--- config.mk ---
export PLATFORM = sky130hd
export DESIGN_NAME = button_debounce_start_flat
export DESIGN_NICKNAME = d
export VERILOG_FILES = /design/src/rtl/button_debounce_start_if.sv /design/src/rtl/button_debounce_start.sv /design/src/flat_wrapper.sv
export SDC_FILE = /design/constraint.sdc
export NUM_CORES = 1
export LEC_CHECK = 0
export ABC_AREA = 1
export CAP_MARGIN = 10
export CORE_ASPECT_RATIO = 1.1
export CORE_UTILIZATION = 25
export CTS_BUF_LIST = sky130_fd_sc_hd__clkbuf_4 sky130_fd_sc_hd__clkbuf_8
export DETAILED_ROUTE_END_ITERATION = 10
export SLEW_MARGIN = 10
export SYNTH_ARGS = -nofsm -noshare
export SYNTH_HDL_FRONTEND = slang
export SYNTH_SLANG_ARGS = --single-unit
--- constraint.sdc ---
create_clock -name clock -period 2.7 [get_ports clock]
set_input_delay 0.54 -clock clock [delete_from_list [all_inputs] [get_ports clock]]
set_output_delay 0.54 -clock clock [all_outputs]
set_load 0.01 [all_outputs]
--- src/rtl/button_debounce_start_if.sv ---
// Button-side signal bundle: the raw pin going in and the conditioned level/strobes coming out.
interface button_debounce_start_if;
   logic btn;
   logic btn_db;
   logic press_pulse;
   logic release_pulse;
   logic start;

   modport master (
      output btn,
      input  btn_db,
      input  press_pulse,
      input  release_pulse,
      input  start
   );

   modport slave (
      input  btn,
      output btn_db,
      output press_pulse,
      output release_pulse,
      output start
   );
endinterface

--- src/rtl/button_debounce_start.sv ---
// Push-button conditioner: two-flop synchroniser, counter-qualified debounce FSM,
// press/release strobes and the start level that enables the seven-segment driver.
module button_debounce_start #(
   parameter int STABLE_CYCLES = 1_000_000,
   parameter bit TOGGLE        = 1'b1
) (
   input  logic                    clock,
   input  logic                    reset,
   button_debounce_start_if.slave  bus
);

   localparam int CNT_W = $clog2(STABLE_CYCLES + 1);
   localparam logic [CNT_W-1:0] CNT_LAST = CNT_W'(STABLE_CYCLES - 1);
   localparam logic [CNT_W-1:0] CNT_ONE  = CNT_W'(1);

   typedef enum logic [1:0] {
      IDLE,
      RISE_CHK,
      HIGH,
      FALL_CHK
   } state_t;

   logic             r_s1;
   logic             r_s2;
   state_t           r_state;
   logic [CNT_W-1:0] r_cnt;
   logic             r_btnDb;
   logic             r_press;
   logic             r_release;
   logic             r_start;

   state_t           w_nextState;
   logic [CNT_W-1:0] w_nextCnt;
   logic             w_pressEvt;
   logic             w_releaseEvt;
   logic             w_btnDbNext;
   logic             w_startNext;

   // Only r_s2 is allowed to reach the FSM; r_s1 may be metastable.
   always_ff @(posedge clock) begin
      if (reset) begin
         r_s1      <= 1'b0;
         r_s2      <= 1'b0;
         r_state   <= IDLE;
         r_cnt     <= '0;
         r_btnDb   <= 1'b0;
         r_press   <= 1'b0;
         r_release <= 1'b0;
         r_start   <= 1'b0;
      end else begin
         r_s1      <= bus.btn;
         r_s2      <= r_s1;
         r_state   <= w_nextState;
         r_cnt     <= w_nextCnt;
         r_btnDb   <= w_btnDbNext;
         r_press   <= w_pressEvt;
         r_release <= w_releaseEvt;
         r_start   <= w_startNext;
      end
   end

   // The counter restarts on every state change, so it tops out at CNT_LAST and never wraps.
   always_comb begin
      w_nextState  = r_state;
      w_nextCnt    = r_cnt;
      w_pressEvt   = 1'b0;
      w_releaseEvt = 1'b0;
      unique case (r_state)
         IDLE: begin
            if (r_s2) begin
               w_nextState = RISE_CHK;
               w_nextCnt   = CNT_ONE;
            end
         end
         RISE_CHK: begin
            if (!r_s2) begin
               w_nextState = IDLE;
               w_nextCnt   = '0;
            end else if (r_cnt == CNT_LAST) begin
               w_nextState = HIGH;
               w_nextCnt   = '0;
               w_pressEvt  = 1'b1;
            end else begin
               w_nextCnt   = r_cnt + CNT_ONE;
            end
         end
         HIGH: begin
            if (!r_s2) begin
               w_nextState = FALL_CHK;
               w_nextCnt   = CNT_ONE;
            end
         end
         FALL_CHK: begin
            if (r_s2) begin
               w_nextState  = HIGH;
               w_nextCnt    = '0;
            end else if (r_cnt == CNT_LAST) begin
               w_nextState  = IDLE;
               w_nextCnt    = '0;
               w_releaseEvt = 1'b1;
            end else begin
               w_nextCnt    = r_cnt + CNT_ONE;
            end
         end
         default: begin
            w_nextState = IDLE;
            w_nextCnt   = '0;
         end
      endcase
   end

   // The debounced level is high in both states that follow an accepted press.
   always_comb begin
      w_btnDbNext = (w_nextState == HIGH) || (w_nextState == FALL_CHK);
      if (TOGGLE) begin
         w_startNext = r_start ^ w_pressEvt;
      end else begin
         w_startNext = w_btnDbNext;
      end
   end

   assign bus.btn_db        = r_btnDb;
   assign bus.press_pulse   = r_press;
   assign bus.release_pulse = r_release;
   assign bus.start         = r_start;

endmodule
--- src/flat_wrapper.sv ---
// flat-port wrapper written by rule: the top's interface ports become plain ports
module button_debounce_start_flat 
#(
   parameter int STABLE_CYCLES = 1_000_000,
   parameter bit TOGGLE        = 1'b1
)
  (clock, reset, bus_btn, bus_btn_db, bus_press_pulse, bus_release_pulse, bus_start);
  button_debounce_start_if bus_i ();
  input  logic clock;
  input  logic reset;
  input wire logic [$bits(bus_i.btn)-1:0] bus_btn;
  output wire logic [$bits(bus_i.btn_db)-1:0] bus_btn_db;
  output wire logic [$bits(bus_i.press_pulse)-1:0] bus_press_pulse;
  output wire logic [$bits(bus_i.release_pulse)-1:0] bus_release_pulse;
  output wire logic [$bits(bus_i.start)-1:0] bus_start;
  assign bus_i.btn = bus_btn;
  assign bus_btn_db = bus_i.btn_db;
  assign bus_press_pulse = bus_i.press_pulse;
  assign bus_release_pulse = bus_i.release_pulse;
  assign bus_start = bus_i.start;
  button_debounce_start #(.STABLE_CYCLES(STABLE_CYCLES), .TOGGLE(TOGGLE)) u_core (.clock(clock), .reset(reset), .bus(bus_i));
endmodule
### After elaboration in Yosys (flattened, before gate mapping)

Cells that the tools add are included.

| word-level totals | value |
|---|---|
| register bits after elaboration | 28 |
| latch bits | 0 |
| bits in writable memories | 0 |
| ROM bits | 0 |
| input port bits | 3 |
| output and inout bits | 4 |
| word-level logic and storage cells | 39 |
| memories | 0 |

| operators by class | value |
|---|---|
| $add $sub $neg | 1 |
| multiply operators | 0 |
| divide/modulo/power cells | 0 |
| $lt $le $gt $ge | 0 |
| equality and inequality tests | 8 |
| shift-type cells | 0 |
| muxes and demuxes | 16 |
| bitwise operators | 2 |
| reductions and logical operators | 4 |

Operator list:

| cell | number |
|---|---|
| $mux 20 | 5 |
| $pmux 20 s4 | 1 |
| $add 20x1->20 const B | 1 |
| $eq 20x20->1 const B | 1 |
| $mux 2 | 6 |
| $eq 2x2->1 const B | 4 |
| $pmux 2 s4 | 1 |
| $mux 1 | 3 |
| $reduce_or 3->1 | 1 |
| $eq 2x1->1 const B | 1 |
| $logic_not 2->1 | 1 |
| $ne 2x1->1 const B | 1 |
| $ne 2x2->1 const B | 1 |
| $reduce_and 2->1 | 1 |
| $logic_or 1x1->1 | 1 |
| $not 1->1 | 1 |
| $xor 1x1->1 | 1 |

### Logic depth before layout (Yosys ltp)

Gate-level depths: netlist (run 1).

| logic depth | value |
|---|---|
| depth in word-level cells | 6 |
| gate-level depth with buffers | 10 |
| mapped depth without buffers | 10 |

### Least setup slack after synthesis (run 1)

No wires, ideal clock.

| path | value |
|---|---|
| kind | input to register |
| from | input reset |
| to | register u_core.r_cnt[10] |
| data arrival time | 1.372 ns |
| data required time | 2.636 ns |
| setup slack | 1.263 ns |
| cell stages on the path | 5 |
| path buffers | 2 |
| cell sequence | buf_2 inv_1 clkbuf_1 o21ai_0 nor2_1 |

RTL lines:

| element | line | text |
|---|---|---|
| start, declared | flat_wrapper.sv:10 | `input logic reset;` |
| end signal, assigned | button_debounce_start.sv:54 | `r_cnt <= w_nextCnt;` |
| end, declared | button_debounce_start.sv:26 | `logic [CNT_W-1:0] r_cnt;` |

### Final worst setup path (run 1)

| path | value |
|---|---|
| from | register u_core.r_start, in the netlist u_core.bus.start |
| to | output bus_start |

RTL lines:

| element | line | text |
|---|---|---|
| start, declared | button_debounce_start.sv:30 | `logic r_start;` |
| start signal, assigned | button_debounce_start.sv:58 | `r_start <= w_startNext;` |
| end, declared | flat_wrapper.sv:15 | `output wire logic [$bits(bus_i.start)-1:0] bus_start;` |

No word-level cell between the ends.

==> results, run 1 <==
- The number of gates given a new drive strength after cts is 0.
- The portion of total power attributed to the clock network is 0.431.
- The maximum count of clock buffers along a single path is 2.
- The first global-routing pass estimated 5840 microns of wire.
- The share of the Yosys chip area taken by registers is 0.349.
- The share of async-settable or async-resettable flops after synthesis is 0.
- The arrival time of data at the critical path endpoint is 1.20 ns.
- For this configuration, the core starts out at a cell density of 0.259.
- The cts-stage hold buffer count is 0.
- TritonCTS built the clock tree.
- Synthesis produced 232 cells.
- After the first detailed-routing iteration, the DRC count stood at 97.
- The proportion of power drawn by combinational gates is 0.043.
- The via count of the first global-routing pass is 1315.
- The most frequent cell after synthesis is sky130_fd_sc_hd__nand2_1.
- The max-cap check violation count is 0.
- Of the total power, the share spent switching nets is 0.214.
- The internal power of the cells totals 0.623 mW.
- During synthesis, Yosys emitted a total of 0 warnings.
- The final-report setup violation count is 0.
- TritonCTS created 3 clock buffers.
- For this run, global-route usage on met3 was measured as 0.0223.
- The post-route worst hold slack is 0.425 ns.
- The net count of the finished layout is 242.
- Counting instances in the post-synthesis netlist gives the leading cell types as sky130_fd_sc_hd__nand2_1, sky130_fd_sc_hd__nor2_1, sky130_fd_sc_hd__inv_1.
- The achievable frequency is 0.574 GHz.
- The worst setup path is of the register to output port kind.
- Broken down by cell family, the worst path's largest delay share belongs to buffers and inverters.
- In this run the core area contains 30 standard-cell rows.
- Entering global routing, the biggest net connects 19 pins.
- After detailed routing, the average wire length per cell comes to 10.9 microns.
- The initial antenna violation count is 0.
- Clock-pin slew was measured on the worst setup and hold paths at 0.10 ns.
- At the pin with the least slew margin, the transition time is 0.573 ns.
- The synthesis-to-finish area growth is 12.1%.
- Yosys mapped the design onto 29 distinct sky130hd cell types.
- The share of the synthesized area in the top cell type is 0.349.
- The die is 78.4 microns wide.
- Setup repair after global routing left no endpoint under its margin.
- The number of antenna diodes in the final layout is 0.
- On the final layout, the worst clock skew is 0.00517 ns.
- Once placement completed, the tool counted placed cells totaling 313.
- The kind of end point of the critical path is an output port.
- The post-detailed-route via-to-cell ratio is 4.54.
- Port buffering added 6 buffers.
- The flow ran to the end, and the final reports show no timing, DRC or antenna violations.
- The aggregate negative setup slack is 0 ns.
- For this run, the slowest stage of the critical path takes 0.55 ns.
- The total grt overflow is 0.
- In this run the vertical extent of the chip is 86.1 microns.
- Of the cells placed in the final design, the portion with a size suffix greater than 1 is 0.139.
- The type of the most critical hold path is register to register.
- The final layout contains routed wiring with a total length of 3450 microns.
- STA puts the critical path data required time at 2.16 ns.
- The number of enable flip-flop cells after synthesis is 0.
- The congestion estimate from routability-driven global placement came to 0.857.
- The largest individual stage delay along the critical path comes from the cell sky130_fd_sc_hd__clkdlybuf4s50_1.
- The power density normalized to cell area is 440 nW/um^2.
- Dividing the final minimum period by the clock period gives 0.645.
- The cell chosen for the clock root is sky130_fd_sc_hd__clkbuf_8.
- For this run, global-route usage on met1 was measured as 0.135.
- The number of detailed-routing iterations run before antenna repair is 4.
- The global routing usage summed across all routing layers is 0.109.
- The number of setup buffers added after CTS is 0.
- After detailed placement, the total cell area comes to 1730 sq um.
- The power spent charging and discharging nets is 0.170 mW.
- The critical path goes through clkdlybuf4s50_1.
- For met2 alone, demand over resource in global routing was 0.183.
- The element type at the critical path start is a register.
- For this design the top-level I/O count stands at 7.
- For this design, the sink count on the clock tree is 28.
- In this run the tightest slew margin relative to its limit is 0.618.
- At the later pin of the worst-skew pair, clock insertion delay measures 0.28 ns.
- The synthesized design contains 28 register bits.
- By area the synthesized netlist is led by sky130_fd_sc_hd__dfxtp_1, sky130_fd_sc_hd__nand2_1, sky130_fd_sc_hd__nor2_1, sky130_fd_sc_hd__inv_1, sky130_fd_sc_hd__nand3_1.
- The region available for standard cell placement spans 6190 sq um.
- Summed over all instances, the cell type with the most area after synthesis is sky130_fd_sc_hd__dfxtp_1.
- The mapped netlist covers 1610 sq um.
- IR analysis of the VDD net gives a maximum drop of 0.259 mV.
- The max-slew violation total from the final report is 0.
- The count of unresolved DRC violations after routing is 0.
- The average size of a mapped cell is 6.92 sq um.
- The post-layout instance area is 1800 sq um.
- Of the total power, registers draw 0.526.
- The number of hold violations in the final report is 0.
- The fill cell instance count of the final layout is 677.
- The number of nets in the synthesized netlist is 236.
- The most used flip-flop cell after synthesis is sky130_fd_sc_hd__dfxtp_1.
- In this run the most used layer during global routing was met2.
- The remaining number of nets flagged by the antenna check after routing is 0.
- The smallest clock period supported by the final layout is computed as 1.74 ns.
- Detailed placement finished with a half-perimeter wire length of 2530 microns.
- The die outline area is 6750 sq um.
- The leakage power figure is 0.711 nW.
- The total via count after detailed routing is 1440.
- The number of buffers and inverters on the critical path is 1.
- The finished layout holds 317 standard cells, fillers aside.
- The H-tree depth is 1.
- The largest driver fanout on the critical path is 3.
[sequential cells by signal, indices dropped and copies added (netlist names)]
| name | flops |
|---|---|
| u_core.bus.btn_db | 1 |
| u_core.r_s1 | 1 |
| u_core.r_state | 2 |
| u_core.bus.press_pulse | 1 |
| u_core.bus.start | 1 |
| u_core.r_cnt | 20 |
| u_core.bus.release_pulse | 1 |
| u_core.r_s2 | 1 |
[kinds of logic (layout without fill, tap and decap cells)]
group	Yosys count	count (layout)	synth area share
AO/OA/AOI/OAI	17	17	0.0678
XOR/XNOR	7	7	0.0382
adder cells (fa/ha/maj)	1	1	0.00779
buffers and inverters	42	47	0.109
flip-flops	28	28	0.349
AND/OR/NAND/NOR	137	137	0.428
[area by class of cell]
cell class	count	area [sq um]	area share
Timing Repair Buffer	6	60.1	0.0333
Tap cell	80	100	0.0556
Sequential cell	28	561	0.311
Clock buffer	3	41.3	0.0229
Multi-Input combinational cell	162	871	0.483
Inverter	37	139	0.0771
Clock inverter	1	30.0	0.0167
[power groups by stage]
| stage | clock network, mW | registers, mW | logic [mW] |
|---|---|---|---|
| after global placement | 0 | 0.427 | 0.0344 |
| after detailed placement | 0 | 0.427 | 0.0347 |
| final | 0.342 | 0.417 | 0.0342 |
| after global routing | 0.373 | 0.418 | 0.0381 |
| after floorplan | 0 | 0.426 | 0.0271 |
| after CTS | 0.352 | 0.417 | 0.0348 |
[placed cells by master, fill, tap and decap left out, types with 4 or more instances in the layout]
cell type                         count
sky130_fd_sc_hd__nand3_1             23
sky130_fd_sc_hd__nor3_1               4
sky130_fd_sc_hd__xor2_1               6
sky130_fd_sc_hd__nand2_1             42
sky130_fd_sc_hd__dfxtp_1             28
sky130_fd_sc_hd__inv_2                5
sky130_fd_sc_hd__inv_1               32
sky130_fd_sc_hd__nor2_2               9
sky130_fd_sc_hd__o21ai_0              4
sky130_fd_sc_hd__nand4_1              8
sky130_fd_sc_hd__nand2_2              4
sky130_fd_sc_hd__nand2_4              4
sky130_fd_sc_hd__a21oi_1              4
sky130_fd_sc_hd__nor2_1              38
sky130_fd_sc_hd__clkdlybuf4s50_1      6
[layer usage]
layer | vias to the layer above | part of all wire
met3 | 9 | 0.046
met4 | 0 | 0.023
met2 | 38 | 0.47
met1 | 655 | 0.46
li1 | 738 | -
met5 | - | 0
[metrics by stage]
step	total power [mW]	setup slack, ns	util
3_3_place_gp	0.461	0.744	0.279
3_5_place_dp	0.461	0.668	0.279
4_1_cts	0.805	0.944	0.291
5_1_grt	0.829	0.877	0.291
6_report	0.794	0.957	0.291
2_1_floorplan	0.453	1.26	-
[path summary, 6_finish.rpt]
check | start | endpoint | slack (ns) | cells after the start
worst max-delay path | u_core.bus.start | bus_start | 0.96 | 1
worst max register to register | u_core.r_cnt[0] | u_core.r_cnt[14] | 1.11 | 10
worst min-delay path | u_core.r_s1 | u_core.r_s2 | 0.43 | 2
worst min register to register | u_core.r_s1 | u_core.r_s2 | 0.43 | 2
(Power assumes the default switching activity.)
==> run 2: changes to the inputs <==
==> constraint.sdc (replaced) <==
create_clock -name clock -period 1.75 [get_ports clock]
set_input_delay 0.35 -clock clock [delete_from_list [all_inputs] [get_ports clock]]
set_output_delay 0.35 -clock clock [all_outputs]
set_load 0.01 [all_outputs]
==> run 2 against run 1 <==
  * Non-clock buffer count is 1 higher
  * Hold slack got worse by 0.0067 ns
  * Critical path depth stayed put
  * Clock skew rose by 0.0041 ns
  * Design area increased by 0.69%
  * Combinational power increased by 62%
  * Final cell count rose by 0.32%
  * Flip-flop and latch count stayed put
  * Clock power is 52% higher
==> results, run 2 (same netlist as run 1, synthesis figures left out) <==
- The flow ran to the end, and the final reports show no timing, DRC or antenna violations.
- The die outline area is 6750 sq um (unchanged).
- The worst path required time is 1.40 ns (-0.76 ns).
- The overall die height is 86.1 microns (unchanged).
- The worst stage delay on the critical path is 0.54 ns (about the same).
- The max-slew violation total from the final report is 0 (unchanged).
- The number of flip-flops under the largest register name is 20 (unchanged).
- The last weighted congestion value of the routability-driven placer is 0.829 (-3.3%).
- The remaining number of nets flagged by the antenna check after routing is 0 (unchanged).
- The portion of total power attributed to the clock network is 0.426 (-0.005).
- The fraction of the cycle the final worst path needs is 0.878.
- The post-layout instance area is 1810 sq um (+0.69%).
- The ratio of cells with drive above 1 in the final layout is 0.143 (+0.00362).
- The sum of internal, switching and leakage power is 1.22 mW (+54%).
- The die width is 78.4 microns (unchanged).
- The tree is rooted in a sky130_fd_sc_hd__clkbuf_8.
- The fill cell instance count of the final layout is 712 (+5.2%).
- The worst IR drop on VDD was 0.334 mV (+29%).
- The number of detailed-routing iterations run before antenna repair is 4 (unchanged).
- The critical path goes through clkdlybuf4s50_1.
- The area used by multi-input combinational logic came to 876 sq um (+0.57%).
- The maximum count of clock buffers along a single path is 2 (unchanged).
- The arrival time of data at the critical path endpoint was 1.19 ns (about the same).
- The initial core utilization is 0.259 (unchanged).
- The kind of end point of the critical path is an output port.
- The worst max-slew margin expressed relative to the limit came to 0.615 (-0.00320).
- The global routing usage summed across all routing layers was 0.111 (+0.00186).
- Compared with the post-synthesis result, the final layout area differs by 12.9%.
- TritonCTS built the clock tree.
- The proportion of power drawn by combinational gates came to 0.045 (+0.002).
- The H-tree depth is 1 (unchanged).
- The number of standard-cell rows in the floorplan is 30 (unchanged).
- The post-detailed-route via-to-cell ratio came to 4.51 (-0.66%).
- The largest driver fanout on the critical path is 3 (unchanged).
- The switching portion of total power is 0.210 (-0.00484).
- For this run, the top clock speed supported by timing is 0.651 GHz.
- The core area was 6190 sq um (unchanged).
- The post-detailed-placement half-perimeter wirelength was 2590 microns (+2.1%).
- More flip-flops sit in one register than any other, and that register is u_core.r_cnt.
- The library cells used most frequently in the layout, excluding fill and tap cells, are sky130_fd_sc_hd__nand2_1, sky130_fd_sc_hd__nor2_1, sky130_fd_sc_hd__inv_1, sky130_fd_sc_hd__dfxtp_1, sky130_fd_sc_hd__nand3_1.
- The measured slew at the worst slew-check pin is 0.578 ns (+0.00479 ns).
- The combined buffer and inverter count along the critical path is 1 (unchanged).
- The number of inserted diodes is 0 (unchanged).
- The aggregate negative setup slack is 0 ns (unchanged).
- The post-route worst hold slack is 0.418 ns (-0.00674 ns).
- The most common cell after layout, fill and taps aside is sky130_fd_sc_hd__nand2_1.
- The detail-routed net length per standard cell is 10.7 microns (-1.5%).
- The number of instances in the placed design is 314 (+0.32%).
- The combined flip-flop and latch cell area came to 561 sq um (unchanged).
- The number of hold violations in the final report was 0 (unchanged).
- Setup repair after global routing left no endpoint under its margin.
- For this design, the slowest cell found on the critical path is sky130_fd_sc_hd__clkdlybuf4s50_1.
- The via count of the first global-routing pass is 1300 (-1.1%).
- The worst-case clock skew is 0.00923 ns (+0.00406 ns).
- The I/O pin count came to 7 (unchanged).
- The count of buffers inserted at the top-level ports is 6 (unchanged).
- The number of CTS-inserted buffers was 3 (unchanged).
- The TritonCTS sink count is 28 (unchanged).
- The total cell area at the placement stage was 1740 sq um (+0.43%).
- The cts-stage hold buffer count is 0 (unchanged).
- The cell internal power dissipation is 0.963 mW (+54%).
- STA classifies the critical path startpoint as a register.
- The layout net count was 243 (+0.41%).
- The clock slew seen by the registers of the worst setup and hold paths is 0.10 ns (about the same).
- The number of standard cells in the layout, taps in and fillers out was 318 (+0.32%).
- The critical path class is register to output port.
- The final wirelength is 3410 microns (-1.2%).
- The total grt overflow came to 0 (unchanged).
- The path class of the tightest hold or removal check is register to register.
- The clock insertion delay at the later pin of the skew report is 0.28 ns (about the same).
- The power spent charging and discharging nets was 0.255 mW (+50%).
- The largest registers in the layout are u_core.r_cnt (20), u_core.r_state (2).
- In this design, the largest share of critical-path delay is due to buffers and inverters.
- The first-pass GRT wire length came to 5940 microns (+1.6%).
- The count of unresolved DRC violations after routing is 0 (unchanged).
- The total via count after detailed routing was 1435 (-0.35%).
- The leakage power figure was 0.716 nW (+0.70%).
- The pin count of the biggest net entering global routing is 19 (unchanged).
- The final-report setup violation count is 0 (unchanged).
- The max-cap check violation count is 0 (unchanged).
- The number of DRC markers after the initial detailed-route iteration came to 94 (-3.1%).
- The initial antenna violation count was 0 (unchanged).
- The sequential group share of total power came to 0.528 (+0.002).
- For the finished layout, the period the worst path requires is 1.54 ns.
- The power density normalized to cell area is 672 nW/um^2 (+52%).
## run 2: final timing paths
path,start,to,slack (ns),depth (start not counted)
setup / recovery,u_core.bus.start,bus_start,0.21,1
setup reg to reg,u_core.r_cnt[0],u_core.r_cnt[14],0.23,10
hold reg to reg,u_core.r_s1,u_core.r_s2,0.42,2
hold / removal,u_core.r_s1,u_core.r_s2,0.42,2
## run 2: final cells by class
type / instances / share of cell area
Multi-Input combinational cell: 162 / 0.483
Sequential cell: 28 / 0.309
Inverter: 37 / 0.0766
Tap cell: 80 / 0.0552
Timing Repair Buffer: 7 / 0.0372
Clock buffer: 3 / 0.0228
Clock inverter: 1 / 0.0166
## run 2: power by group through the flow
stage / sequential (mW) / clock (mW) / combinational (mW)
final: 0.644 / 0.520 / 0.0553
after floorplan: 0.658 / 0 / 0.0417
after global routing: 0.645 / 0.562 / 0.0600
after CTS: 0.644 / 0.540 / 0.0561
after detailed placement: 0.658 / 0 / 0.0560
after global placement: 0.658 / 0 / 0.0550
## run 2: per-layer routing
metal / vias to the layer above / GRT usage / part of all wire
met5: - / 0 / 0
met4: 0 / 0.0404 / 0.015
met3: 5 / 0.0128 / 0.027
met2: 26 / 0.189 / 0.47
met1: 659 / 0.143 / 0.49
li1: 745 / - / -
## run 2: timing repair
item / 4_1_cts / 5_1_grt
resized for setup: 0 / 1
setup buffers: 0 / 0
setup endpoints to repair: 0 / 1
## run 2: metrics by stage
stage / setup slack [ns] / util
floorplan: 0.380 / -
global route: 0.0476 / 0.293
CTS: 0.163 / 0.292
finish: 0.214 / 0.293
global placement: 0.184 / 0.281
detailed placement: 0.174 / 0.281
